<file path="src/rtl/keypad_entry_ctrl.sv">
// Keypad entry controller: debounces key events, edits a hex entry buffer, scans it onto the display.
// Optional build macro KEYPAD_AUTOREPEAT_EN re-applies held digit/backspace actions every REPEAT_CYCLES.
module keypad_entry_ctrl #(
  parameter int NUM_DIGITS    = 4,
  parameter int HOLD_CYCLES   = 1000,
  parameter int SCAN_DIV      = 100000,
  parameter int REPEAT_CYCLES = 50000000
) (
  input  logic                              clk,
  input  logic                              rst,
  input  logic                              key_pressed,
  input  logic [3:0]                        key_code,
  output logic [4*NUM_DIGITS-1:0]           entry_value,
  output logic                              entry_valid,
  output logic [$clog2(NUM_DIGITS+1)-1:0]   digit_count,
  output logic                              overflow,
  output logic [NUM_DIGITS-1:0]             an,
  output logic [3:0]                        seg_digit
);

  localparam int BW = 4 * NUM_DIGITS;
  localparam int CW = $clog2(NUM_DIGITS + 1);
  localparam int SW = $clog2(NUM_DIGITS);
  localparam int HW = $clog2(HOLD_CYCLES);
  localparam int DW = $clog2(SCAN_DIV);

  localparam logic [CW-1:0] FULL      = CW'(NUM_DIGITS);
  localparam logic [SW-1:0] SLOT_LAST = SW'(NUM_DIGITS - 1);
  localparam logic [HW-1:0] HOLD_LAST = HW'(HOLD_CYCLES - 1);
  localparam logic [DW-1:0] DIV_LAST  = DW'(SCAN_DIV - 1);

  typedef enum logic [1:0] {
    IDLE,
    DEBOUNCE,
    ACT,
    WAIT_RELEASE
  } state_t;

  state_t          state, state_next;
  logic [HW-1:0]   cnt, cnt_next;
  logic            capture;
  logic [3:0]      code_reg;
  logic [BW-1:0]   buffer;
  logic            rep_fire;
  logic            do_action;
  logic [DW-1:0]   div_cnt;
  logic [SW-1:0]   slot;
  logic [NUM_DIGITS-1:0] an_next;

  always_ff @(posedge clk) begin
    if (rst) begin
      state    <= IDLE;
      cnt      <= '0;
      code_reg <= '0;
    end else begin
      state <= state_next;
      cnt   <= cnt_next;
      if (capture) code_reg <= key_code;
    end
  end

  always_comb begin
    state_next = state;
    cnt_next   = cnt;
    capture    = 1'b0;
    case (state)
      IDLE: begin
        if (key_pressed) begin
          state_next = DEBOUNCE;
          cnt_next   = '0;
        end
      end
      DEBOUNCE: begin
        if (!key_pressed) begin
          state_next = IDLE;
          cnt_next   = '0;
        end else if (cnt == HOLD_LAST) begin
          capture    = 1'b1;
          state_next = ACT;
          cnt_next   = '0;
        end else begin
          cnt_next = cnt + 1'b1;
        end
      end
      ACT: begin
        state_next = WAIT_RELEASE;
        cnt_next   = '0;
      end
      WAIT_RELEASE: begin
        if (key_pressed) begin
          cnt_next = '0;
        end else if (cnt == HOLD_LAST) begin
          state_next = IDLE;
          cnt_next   = '0;
        end else begin
          cnt_next = cnt + 1'b1;
        end
      end
      default: begin
        state_next = IDLE;
        cnt_next   = '0;
      end
    endcase
  end

`ifdef KEYPAD_AUTOREPEAT_EN
  localparam int RW = $clog2(REPEAT_CYCLES);
  localparam logic [RW-1:0] REP_LAST = RW'(REPEAT_CYCLES - 1);

  logic [RW-1:0] rep_cnt;

  // Enter and clear are one-shot; only digits and backspace repeat.
  assign rep_fire = (state == WAIT_RELEASE) && key_pressed &&
                    (rep_cnt == REP_LAST) && (code_reg <= 4'hD);

  always_ff @(posedge clk) begin
    if (rst || state != WAIT_RELEASE || !key_pressed) rep_cnt <= '0;
    else if (rep_cnt == REP_LAST)                     rep_cnt <= '0;
    else                                              rep_cnt <= rep_cnt + 1'b1;
  end
`else
  assign rep_fire = 1'b0;
`endif

  assign do_action = (state == ACT) || rep_fire;

  always_ff @(posedge clk) begin
    if (rst) begin
      buffer      <= '0;
      digit_count <= '0;
      overflow    <= 1'b0;
      entry_value <= '0;
      entry_valid <= 1'b0;
    end else begin
      entry_valid <= 1'b0;
      if (do_action) begin
        case (code_reg)
          4'hD: begin
            if (digit_count != '0) begin
              buffer      <= buffer >> 4;
              digit_count <= digit_count - 1'b1;
            end
          end
          4'hE: begin
            entry_value <= buffer;
            entry_valid <= 1'b1;
            buffer      <= '0;
            digit_count <= '0;
            overflow    <= 1'b0;
          end
          4'hF: begin
            buffer      <= '0;
            digit_count <= '0;
            overflow    <= 1'b0;
          end
          default: begin
            if (digit_count < FULL) begin
              buffer      <= {buffer[BW-5:0], code_reg};
              digit_count <= digit_count + 1'b1;
            end else begin
              overflow <= 1'b1;
            end
          end
        endcase
      end
    end
  end

  // Slots at or beyond digit_count stay dark so leading positions are blank.
  always_comb begin
    an_next = '1;
    if (CW'(slot) < digit_count) an_next[slot] = 1'b0;
  end

  always_ff @(posedge clk) begin
    if (rst) begin
      div_cnt   <= '0;
      slot      <= '0;
      an        <= '1;
      seg_digit <= '0;
    end else begin
      if (div_cnt == DIV_LAST) begin
        div_cnt <= '0;
        slot    <= (slot == SLOT_LAST) ? '0 : slot + 1'b1;
      end else begin
        div_cnt <= div_cnt + 1'b1;
      end
      an        <= an_next;
      seg_digit <= buffer[4*slot +: 4];
    end
  end

endmodule

</file>
<file path="config.mk">
export PLATFORM = sky130hd
export DESIGN_NAME = keypad_entry_ctrl
export DESIGN_NICKNAME = d
export VERILOG_FILES = /design/src/rtl/keypad_entry_ctrl.sv
export SDC_FILE = /design/constraint.sdc
export NUM_CORES = 1
export LEC_CHECK = 0
export BUFFER_PORTS_ARGS = -buffer_cell sky130_fd_sc_hd__buf_2
export CAP_MARGIN = 40
export CORE_MARGIN = 2
export CORE_UTILIZATION = 58
export DETAILED_ROUTE_END_ITERATION = 12
export HOLD_SLACK_MARGIN = 0.1
export PLACE_DENSITY_LB_ADDON = 0.25
export SETUP_SLACK_MARGIN = 0.5
export SLEW_MARGIN = 10
export SYNTH_ARGS = -nofsm -noshare
export SYNTH_HDL_FRONTEND = slang
export SYNTH_SLANG_ARGS = --single-unit
</file>
<file path="constraint.sdc">
create_clock -name clk -period 4.72 [get_ports clk]
set_clock_uncertainty 0.15 [all_clocks]
set_input_delay 0.236 -clock clk [delete_from_list [all_inputs] [get_ports clk]]
set_output_delay 0.236 -clock clk [all_outputs]
set_load 0.02 [all_outputs]
</file>
======== Word-level counts from Yosys, hierarchy flattened ========
Cells that the tools add are included.
word-level totals
  register bits ........................... 80
  output and inout port bits .............. 29
  word-level logic and storage cells ...... 79
cells by class
  add/sub/neg operators ................... 5
  magnitude comparators ................... 4
  equal/unequal tests ..................... 15
  shift-type cells ........................ 1
  multiplexer cells ....................... 26
  bitwise gates (word level) .............. 4
  reduce and logical (&&, ||, !) cells .... 12
operator list
  kind                     count
  $mux W10                 4
  $pmux W10 S4             1
  $mux W16                 2
  $pmux W16 S2             1
  $add A17 B1 Y17 const B  1
  $eq A17 B17 Y1 const B   1
  $shiftx A16 B5 Y4        1
  $eq A4 B4 Y1 const B     3
  $mux W2                  6
  $add A10 B1 Y10 const B  1
  $eq A10 B10 Y1 const B   1
  $ne A2 B2 Y1 const B     5
  $pmux W2 S4              1
  $reduce_or A2 Y1         4
  $eq A2 B2 Y1 const B     3
  $mux W1                  6
  $mux W3                  2
  $pmux W3 S2              1
  $reduce_and A3 Y1        2
  $reduce_bool A3 Y1       2
  $not A4 Y4               1
  $reduce_and A4 Y1        1
  $add A3 B1 Y3 const B    1
  $lt A2 B3 Y1             1
  13 further kinds         15

======== Logic depth before layout (Yosys ltp) ========
  depth after elaboration ................. 5
  mapped depth ............................ 8
  gate-level depth less buffers ........... 6

======== Worst setup path after synthesis ========
Ideal clock, no wire load.
  path kind ............................... reg2reg
  from .................................... register code_reg[1]
  to ...................................... register digit_count[2]
  data arrival time ....................... 1,809 ps
  data required time ...................... 4,499 ps
  setup slack ............................. 2,691 ps
  cell stages (with the launch flop) ...... 9
  buffers on the path ..................... 2
  cell sequence ........................... dfxtp_1 > and4b_1 > buf_6 > clkbuf_1 > fa_1 > xnor2_1 > xnor2_1 > nand3_1 > a21oi_1
between the ends
  word-level cells in the longest chain between the ends .. 4
  elaborated cells between the ends (all ways) .. 8
  those cells by class .................... eq/ne (4); mux (1); reduce/logical (3)
RTL lines
  element                       RTL line  RTL
  start: declaration            42        logic [3:0] code_reg;
  start signal: assignment      58        if (capture) code_reg <= key_code;
  $eq A4 B4 Y1                  137       case (code_reg)
  $reduce_or A2 Y1 (no line)    n/a
  $reduce_bool A3 Y1 (no line)  n/a
  $reduce_and A3 Y1 (no line)   n/a
  end signal: assignment        141       digit_count <= digit_count - 1'b1;
  end signal: assignment        159       digit_count <= digit_count + 1'b1;
  end: declaration              15        output logic [$clog2(NUM_DIGITS+1)-1:0] digit_count,
Several ways; a longest one is shown, not always the timed one.
A chain may end at the register's enable or synchronous reset.

======== Final worst setup path ========
  from .................................... register code_reg[2]
  to ...................................... register buffer[0]
between the ends
  word-level cells in the longest chain between the ends .. 4
  elaborated cells between the ends (all ways) .. 8
  those cells by class .................... eq/ne (4); mux (1); reduce/logical (3)
RTL lines
  element                       RTL line  RTL
  $eq A4 B4 Y1                  137
  $reduce_or A2 Y1 (no line)    n/a
  $reduce_bool A3 Y1 (no line)  n/a
  $reduce_and A3 Y1 (no line)   n/a
  end signal: assignment        140       buffer <= buffer >> 4;
  end signal: assignment        158       buffer <= {buffer[BW-5:0], code_reg};
  end: declaration              43        logic [BW-1:0] buffer;
Several ways; a longest one is shown, not always the timed one.

==> reports/results.ini <==
[status]
outcome = finished, final reports clean

[die]
fp.dieW_um = 82.3
fp.coreArea_um2 = 5920
top_level_ports = 36
placementRows = 28
chipHeight_um = 82.3
starting_density_of_the_core = 0.600
floorplan.die_area_um2 = 6770

[setup_path]
timing.critical_path.required_ns = 4.85
timing.critical_path.arrival_ns = 2.39
worst_setup_path_end_kind = flop
path_cells = o211ai_2 -> a221oi_4 -> o211ai_1 -> a21oi_1
crit_slowest_cell = sky130_fd_sc_hd__a221oi_4
critical_path.n_buffers_inverters = 0
critical_path_class = reg2reg
critical_path.top_delay_family = compound AO/OA/AOI/OAI gates
critical_path.max_fanout = 19
start_kind = flop
critPathMaxStageDelay_ns = 0.84

[finish]
antenna_cells_inserted = 0
largest_reg_flops = 17
layout-drive-gt1-share = 0.147
filler_cell_count = 508
final_cells = 504
final_design_area_no_fill_um2 = 3960
fin_nets = 439
max_flop_register = div_cnt
largestRegisters = div_cnt (17), buffer (16), entry_value (16)
syn2layout_area_growth_pct = 11.3

[clock_network]
clockBufferDepth = 2
clock_latency_ns = 0.35
cts_max_level = 3
numCtsBuffers = 9
post_cts_resize_count = 0
cts_hold_repair.buffers = 5
tritoncts_clock_tree = built
cts_setup_buffers = 0
clkSlewWorstSetupHoldPaths_ns = 0.09
count_of_clock_tree_sinks = 80
cts_root_buffer = sky130_fd_sc_hd__clkbuf_8

[drt]
route.detailed.drc = 0
wirelength_mm = 6.94
detail_route.first_pass.iterations = 4
route.met3.wl_um = 283
route.detailed.vias_per_inst = 5.78
detail_route.wirelength.met1_mm = 3.28
first_iter_violations = 174
drt-wirelength-per-cell_um = 13.8
total_via_count_in_the_routed_design = 2911
met2WireLength_mm = 3.23
detail-route-antenna-nets = 0
top_layer_used = met4

[sta]
totalNegativeSetupSlack_ns = 0
fin_crit_sh = 0.479
slew_headroom = 0.432
worst-slew-pin-transition_ns = 0.850
setup_viol = 0
hold_viol_final = 0
final-max-slew-violation-count = 0
setup_slack_ns = 2.46
clock.fmax_mhz = 443
rsz_0062_raised_after_global_routing = no
post-route-min-period_ns = 2.26

[global_route]
gr-total-overflow = 0
grt_start_max_net_pins = 38
antenna_found_initial = 0
grt_util_all_layers = 0.222
grt_first_pass_wirelength_mm = 11.6
vias_in_the_first_global_route = 2546

[synthesis]
synth_nets = 413
async_reset_ff_frac = 0
yosys.cell_count.top_type = sky130_fd_sc_hd__dfxtp_1
synth_top_area_frac = 0.451
postSynthCellCount = 398
synth.cells.most_frequent = sky130_fd_sc_hd__dfxtp_1, sky130_fd_sc_hd__nand2_1, sky130_fd_sc_hd__a21oi_1
yosysUniqueCellTypes = 50
ys.warnings.count = 0
dominant_cells_by_area_after_synthesis = sky130_fd_sc_hd__dfxtp_1, sky130_fd_sc_hd__nand2_1, sky130_fd_sc_hd__a21oi_1
avgSynthCellArea_um2 = 8.93
sequential_share_of_the_synthesized_area = 0.451
postSynth.topFlopCell = sky130_fd_sc_hd__dfxtp_1
postSynthRegisterBits = 80
synth_top_cell_by_area = sky130_fd_sc_hd__dfxtp_1
post_synth_instance_area_um2 = 3550
synth_enable_flop_cells = 0

[power]
p_sw_frac = 0.234
power_frac_clock = 0.420
seq_power_share = 0.555
post-layout-total-power_uw = 1230
switchingPower_uw = 287
pwr_density_cell_nw_per_um2 = 310
comb_power_share = 0.025
vdd_drop_max_mv = 0.236
static_leakage_uw = 0.00143
internal-power_uw = 939

[place]
placement.io_buffers = 35
gpl.final_weighted_congestion = 0.807
dp_slack_ns = 2.51
detailedPlacementHpwl_mm = 4.66
dpl_cell_area_um2 = 3700
place_inst = 482

[worst_hold_path]
hold_class = in2reg

[flow_run]
cap_viol_max_count = 0

-- power groups by stage --
stage          clock, uW  sequential, uW  combinational, uW
6_report             516             680               30.4
5_1_grt              547             681               34.3
4_1_cts              522             680               30.6
3_5_place_dp           0             696               27.4
3_3_place_gp           0             696               26.6
2_1_floorplan          0             695               21.0
-- cell usage in the layout (no fill, tap or decap), drive strengths merged, types with 4 or more instances in the layout --
cell type / n
and4: 5
nor2: 32
nand4: 11
o21ai: 7
o211ai: 4
a31oi: 6
inv: 10
mux4: 4
ha: 7
nor2b: 4
a21oi: 33
mux2i: 5
dfxtp: 80
xor2: 13
and3: 4
a221oi: 12
buf: 37
dlygate4sd3: 5
clkbuf: 9
nor3: 14
nand2: 54
nand2b: 12
nand3: 17
or3: 7
-- worst reg2reg max path, cell delays in order, from the launching register on --
cell and delay, ns:
sky130_fd_sc_hd__dfxtp_1 0.45, sky130_fd_sc_hd__o211ai_2 0.41, sky130_fd_sc_hd__a221oi_4 0.84, sky130_fd_sc_hd__o211ai_1 0.19, sky130_fd_sc_hd__a21oi_1 0.17
-- per-stage QoR --
stage / utilization / hold slack (ns)
after floorplan: - / 0.222
after global placement: 0.624 / 0.289
after detailed placement: 0.624 / 0.294
after CTS: 0.667 / 0.221
after global routing: 0.668 / 0.264
final: 0.668 / 0.239
-- path summary, 6_finish.rpt --
path	start	to	slack (ns)	depth (start not counted)
setup / recovery	code_reg[2]	buffer[0]	2.46	4
hold / removal	rst	seg_digit[1]	0.24	2
setup reg to reg	code_reg[2]	buffer[0]	2.46	4
hold reg to reg	entry_value[10]	entry_value[10]	0.30	2
-- cell families (layout without fill, tap and decap cells) --
| logic type | count (synthesis) | in the layout | synth area share |
|---|---|---|---|
| AO/OA/AOI/OAI | 73 | 73 | 0.139 |
| XOR/XNOR | 16 | 16 | 0.0394 |
| adder cells (fa/ha/maj) | 8 | 8 | 0.0303 |
| buffers and inverters | 34 | 65 | 0.0451 |
| flip-flops | 80 | 80 | 0.451 |
| multiplexers | 9 | 9 | 0.0394 |
| AND/OR/NAND/NOR | 178 | 178 | 0.256 |
-- routing by layer --
layer | vias up | global-route usage
met5 | - | 0
met4 | 0 | 0.122
met3 | 14 | 0.0424
met2 | 76 | 0.348
met1 | 1353 | 0.288
li1 | 1468 | -
-- final cells by class --
type / count / area (um2) / area share
multi-input cells: 284 / 1790 / 0.453
flip-flops and latches: 80 / 1600 / 0.405
repair buffers: 42 / 240 / 0.0607
clock buffers: 9 / 124 / 0.0313
well taps: 75 / 93.8 / 0.0237
clock inverters: 7 / 77.6 / 0.0196
inverters: 7 / 26.3 / 0.00664
(Power assumes the default switching activity.)
